[config.mk]
export PLATFORM = sky130hd
export DESIGN_NAME = clk_tick_sync
export DESIGN_NICKNAME = d
export VERILOG_FILES = /design/src/rtl/clk_tick_sync_pkg.sv /design/src/rtl/sync_2ff.sv /design/src/rtl/clk_tick_sync.sv
export SDC_FILE = /design/constraint.sdc
export NUM_CORES = 1
export LEC_CHECK = 0
export ABC_AREA = 0
export BUFFER_PORTS_ARGS = -buffer_cell sky130_fd_sc_hd__buf_4
export CAP_MARGIN = 20
export CORE_AREA = 3 3 93 95
export CTS_CLUSTER_DIAMETER = 60
export DETAILED_ROUTE_END_ITERATION = 8
export DIE_AREA = 0 0 96 98
export GPL_TIMING_DRIVEN = 0
export PLACE_DENSITY = 0.42
export SYNTH_ARGS = -nofsm -noshare
export SYNTH_HDL_FRONTEND = slang
export SYNTH_HIERARCHICAL = 1
export SYNTH_SLANG_ARGS = --single-unit
[constraint.sdc]
create_clock -name clk -period 1.9 [get_ports clk]
set_input_delay 0 -clock clk [delete_from_list [all_inputs] [get_ports clk]]
set_output_delay 0 -clock clk [all_outputs]
set_load 0.01 [all_outputs]
[src/rtl/clk_tick_sync_pkg.sv]
// Shared definitions for clk_tick_sync: FSM state encoding and parameter defaults.
// Optional feature macro: TICK_PERIOD_MEAS_EN (period measurement outputs).
package clk_tick_sync_pkg;

    localparam int CNT_W_DEF   = 24;
    localparam int TIMEOUT_DEF = 4194304;

    // Cycles after reset release during which edge detection stays masked,
    // so the history register can settle on the synchronized level.
    localparam logic [1:0] WARM_DONE = 2'd3;

    typedef enum logic [1:0] {
        WAIT_FIRST = 2'd0,
        LOCKED     = 2'd1,
        LOST       = 2'd2
    } state_t;

endpackage

[src/rtl/sync_2ff.sv]
// Two-flop synchronizer for a single asynchronous bit, reset value 0.
module sync_2ff (
    input  logic clk,
    input  logic rst_n,
    input  logic d,
    output logic q
);

    logic meta;

    // Two back-to-back flops give metastability time to resolve.
    always_ff @(posedge clk or negedge rst_n) begin
        if (!rst_n) begin
            meta <= 1'b0;
            q    <= 1'b0;
        end else begin
            meta <= d;
            q    <= meta;
        end
    end

endmodule

[src/rtl/clk_tick_sync.sv]
// clk_tick_sync: turns an asynchronous slow clock into one-cycle rise/fall
// ticks in the clk domain, tracks lock/loss with a timeout counter and, when
// TICK_PERIOD_MEAS_EN is defined, reports the measured rise-to-rise period.
// state_dbg exposes the FSM state for observation.
module clk_tick_sync
    import clk_tick_sync_pkg::*;
#(
    parameter int CNT_W   = CNT_W_DEF,
    parameter int TIMEOUT = TIMEOUT_DEF
) (
    input  logic             clk,
    input  logic             rst_n,
    input  logic             slow_clk,
    output logic             tick_rise,
    output logic             tick_fall,
    output logic             locked,
    output logic             lost,
`ifdef TICK_PERIOD_MEAS_EN
    output logic [CNT_W-1:0] period,
    output logic             period_valid,
`endif
    output state_t           state_dbg
);

    localparam logic [CNT_W-1:0] CNT_LAST = CNT_W'(TIMEOUT - 1);
    localparam logic [CNT_W-1:0] CNT_ONE  = CNT_W'(1);

    logic             slow_sync;
    logic             slow_hist;
    logic [1:0]       warm;
    logic             rise_q;
    logic             fall_q;
    state_t           state;
    state_t           state_nx;
    logic [CNT_W-1:0] cnt;
    logic [CNT_W-1:0] cnt_nx;
    logic             per_load;

    sync_2ff u_sync (
        .clk   (clk),
        .rst_n (rst_n),
        .d     (slow_clk),
        .q     (slow_sync)
    );

    // History register and registered edge detect, masked during warm-up.
    always_ff @(posedge clk or negedge rst_n) begin
        if (!rst_n) begin
            slow_hist <= 1'b0;
            warm      <= 2'd0;
            rise_q    <= 1'b0;
            fall_q    <= 1'b0;
        end else begin
            slow_hist <= slow_sync;
            if (warm != WARM_DONE) begin
                warm <= warm + 2'd1;
            end
            rise_q <= (warm == WARM_DONE) &&  slow_sync && !slow_hist;
            fall_q <= (warm == WARM_DONE) && !slow_sync &&  slow_hist;
        end
    end

    // Next-state and counter logic; a rising edge beats a same-cycle timeout.
    always_comb begin
        state_nx = state;
        cnt_nx   = cnt;
        per_load = 1'b0;
        case (state)
            WAIT_FIRST: begin
                cnt_nx = '0;
                if (rise_q) begin
                    state_nx = LOCKED;
                end
            end
            LOCKED: begin
                if (rise_q) begin
                    cnt_nx   = '0;
                    per_load = 1'b1;
                end else if (cnt == CNT_LAST) begin
                    state_nx = LOST;
                end else begin
                    cnt_nx = cnt + CNT_ONE;
                end
            end
            LOST: begin
                if (rise_q) begin
                    state_nx = LOCKED;
                    cnt_nx   = '0;
                end
            end
            default: begin
                state_nx = WAIT_FIRST;
                cnt_nx   = '0;
            end
        endcase
    end

    // State register, counter, ticks and registered state decodes.
    always_ff @(posedge clk or negedge rst_n) begin
        if (!rst_n) begin
            state     <= WAIT_FIRST;
            cnt       <= '0;
            tick_rise <= 1'b0;
            tick_fall <= 1'b0;
            locked    <= 1'b0;
            lost      <= 1'b0;
        end else begin
            state     <= state_nx;
            cnt       <= cnt_nx;
            tick_rise <= rise_q;
            tick_fall <= fall_q;
            locked    <= (state_nx == LOCKED);
            lost      <= (state_nx == LOST);
        end
    end

`ifdef TICK_PERIOD_MEAS_EN
    // Period capture: only rises seen while LOCKED have a valid start point.
    always_ff @(posedge clk or negedge rst_n) begin
        if (!rst_n) begin
            period       <= '0;
            period_valid <= 1'b0;
        end else begin
            period_valid <= per_load;
            if (per_load) begin
                period <= cnt + CNT_ONE;
            end
        end
    end
`else
    logic unused_per_load;
    assign unused_per_load = per_load;
`endif

    assign state_dbg = state;

endmodule

==> impl_results.md <==
* Area of the multi-input gates at 0.001057 mm2
* Predominant post-synthesis flop cell: dfrtp_1
* Met1 wire length at 2503 um
* Antenna diodes at 0
* Final setup viols at 0
* Most numerous cell in the Yosys netlist: dfrtp_1
* Status: completed
* Die area at 0.009408 mm2
* Largest net degree at the start of global routing at 38
* RSZ-0062 raised after global routing: yes
* Fmax at 0.5395 GHz
* Die Height at 98 um
* Synth area leaders: dfrtp_1, a21oi_1, nand2_1
* Sequential cell area at 935.9 um2
* Worst setup path class: reg -> reg
* Async set-or-reset flop fraction in the synthesized netlist at 1.000
* Share of total power in the clock network at 0.398
* Yosys top cell area share at 0.4747
* Fraction of layout cells with a size suffix above 1 at 0.2946
* Top sig layer: met4
* Wire per inst at 15.75 um
* Worst r2r src: cnt[1]
* Yosys cell types at 53
* Worst Setup End Kind: flop
* Maximum VDD drop at 0.3567 mV
* Chip Width at 96 um
* Cell Pwr Density at 725.1 mW/mm2
* Post-route clock period utilization at 0.9756
* Met3 WL at 134 um
* Met2 WL at 2434 um
* Syn nets at 202
* Slew HR at 0.6282
* Net Sw Frac at 0.2585
* Register-to-Register Path Depth at 6
* Final core occ at 0.3138
* Clk slew on worst S/H paths at 0.08 ns
* Pre-antenna DRT Iters at 5
* R2r endpoint: cnt[15]
* HP Class: in -> async
* Critical Path RT at 2.07 ns
* Power Internal at 0.001317 W
* Sequential Power Share at 0.492
* Fin Hold WS at 0.2087 ns
* Synthesized area per cell at 9.902 um2
* Area growth syn-to-layout at 25.59%
* Core area at 0.007807 mm2
* Final wirelength at 5136 um
* Post-Synthesis Cells at 197
* Net Switching at 0.0004591 W
* DRC Markers at 0
* Peak per-stage delay on the critical path at 0.42 ns
* # fillers at 814
* Power, Total at 0.001776 W
* GRT overflow at 0
* HPWL after DPL at 3460 um
* Final Hold Vio Count at 0
* R2R setup slack at 0.05 ns
* Crit-path slowest cell: or3_4
* FP Rows at 32
* Most instantiated cells after synthesis: dfrtp_1, a21oi_1, nand2_1, nor2_1
* P_leak at 0.9614 nW
* Final min period at 1.854 ns
* Routed Antenna Nets at 0
* Fin nets at 228
* Largest area contributor in the netlist: dfrtp_1
* MaxCap Viol Count at 0
* Post-Route Setup TNS at 0 ns
* Total track usage at 0.1178
* TritonCTS clock tree: built
* Top-level port count at 9
* Crit Path Max Fanout at 5
* Setup crit start kind: flop
* Via-to-Cell Ratio at 5.092
* Root Driver: clkbuf_8
* Vias in the first global route at 1636
* CP Data Arrival Time at 2.02 ns
* EDFF count, synth at 0
* Seq/Total Area, Yosys at 0.4747
* Fin. max-slew vios at 0
* Vias post-DR at 1660
* # H-tree levels at 2
* CTS Buffer Depth at 2
* Detailed Route Iter0 Violations at 113
* Yosys Warn Count at 6
* IO Port Bufs at 8
* GPL Wtd Cong at 0.7900
* Initial Util at 0.2498
* Slew @ Worst Pin at 0.5536 ns
* Cell Chain, Critical Path: buf_4, nand3_1, or3_4, a21o_1, o311ai_0, nand2_1
* Clock skew at 0.007238 ns
* CTS buffer count at 5
* Synthesized flop and latch total at 37
* Initial antenna violation count at 0
* Comb power frac at 0.109
* Global-route wire length before repair at 8742 um
* Synthesized cell area at 0.001951 mm2
* Num Clock Sinks at 37
* Worst skew pair latency at 0.30 ns
## cells by family after synthesis
kind of cell	after synthesis	share of synthesized area
AOI/OAI and AO/OA	64	0.2117
xor gates and xnor gates	2	0.008982
adders and majority gates	2	0.01283
buffers and inverters	13	0.03079
DFF	37	0.4747
muxes	2	0.01155
and+or+nand+nor	77	0.2495
## layout by cell type, fill, tap and decap left out, drive strengths merged, types with 2 or more instances in the layout
cell	n
a21o	3
a21oi	20
a22o	2
a31oi	4
a41oi	4
and2	2
and4	2
buf	22
clkbuf	8
dfrtp	37
dlygate4sd3	2
ha	2
inv	5
mux2	2
nand2	16
nand3	12
nand4	7
nor2	13
nor3	2
nor4	7
o2111ai	2
o211ai	4
o21ai	16
o311ai	2
or2	2
or3	4
or4	2
xnor2	2
## power by group through the flow
| stage | Sequential (W) | Clock (W) | Combinational, W |
|---|---|---|---|
| after floorplan | 0.000874 | 0 | 0.0000874 |
| after global placement | 0.000884 | 0 | 0.000138 |
| after detailed placement | 0.000883 | 0 | 0.000139 |
| after CTS | 0.000874 | 0.000727 | 0.000171 |
| after global routing | 0.000879 | 0.000762 | 0.000214 |
| final | 0.000875 | 0.000708 | 0.000194 |
## through the flow
| step | std cells | instance area (um2) | setup slack [ns] |
|---|---|---|---|
| after floorplan | 197 | 1951 | 0.1163 |
| after global placement | 307 | 2138 | -0.3454 |
| after detailed placement | 307 | 2138 | -0.3446 |
| after CTS | 324 | 2370 | 0.004593 |
| after global routing | 326 | 2450 | -0.04860 |
| final | 326 | 2450 | 0.04633 |
## sequential cells by signal (all words and copies together) (netlist names)
register	flops
cnt	24
fall_q	1
locked	1
lost	1
rise_q	1
slow_hist	1
state_dbg	2
tick_fall	1
tick_rise	1
u_sync/meta	1
u_sync/q	1
warm	2
## area by class of cell
class,instances,area share
repair buffers,20,0.06333
inverters,5,0.007661
clock buffers,5,0.02809
flip-flops and latches,37,0.3820
multi-input cells,147,0.4316
plain buffers,7,0.01634
clock inverters,3,0.01890
well taps,102,0.05209
## worst max-delay path, delay by kind of cell, from the launching register on
family          cells  cell delay (ns)
buf+inv             1             0.14
flops               1             0.41
simple gates        3             0.69
compound gates      2             0.50
## routing by layer
layer	GRT usage	up-vias
li1	-	799
met1	0.1634	825
met2	0.1848	32
met3	0.02080	4
met4	0.03611	0
met5	0	-
## how the worst max path moves through the flow
stage | slack, ns | start | end
6_report | 0.05 | cnt[1] | cnt[15]
3_5_place_dp | -0.34 | cnt[0] | cnt[12]
4_1_cts | 0.005 | cnt[16] | cnt[21]
5_1_grt | -0.05 | cnt[1] | cnt[17]
3_3_place_gp | -0.35 | cnt[0] | cnt[12]
2_1_floorplan | 0.12 | cnt[0] | cnt[5]
## timing repair
item                       in CTS  in global routing
hold endpoints to repair       38                  0
buffers inserted                8                  2
hold buffers                    2                  0
pin swaps                       4                  1
resized for setup               7                 21
setup endpoints to repair      27                 24
(Power assumes the default switching activity.)
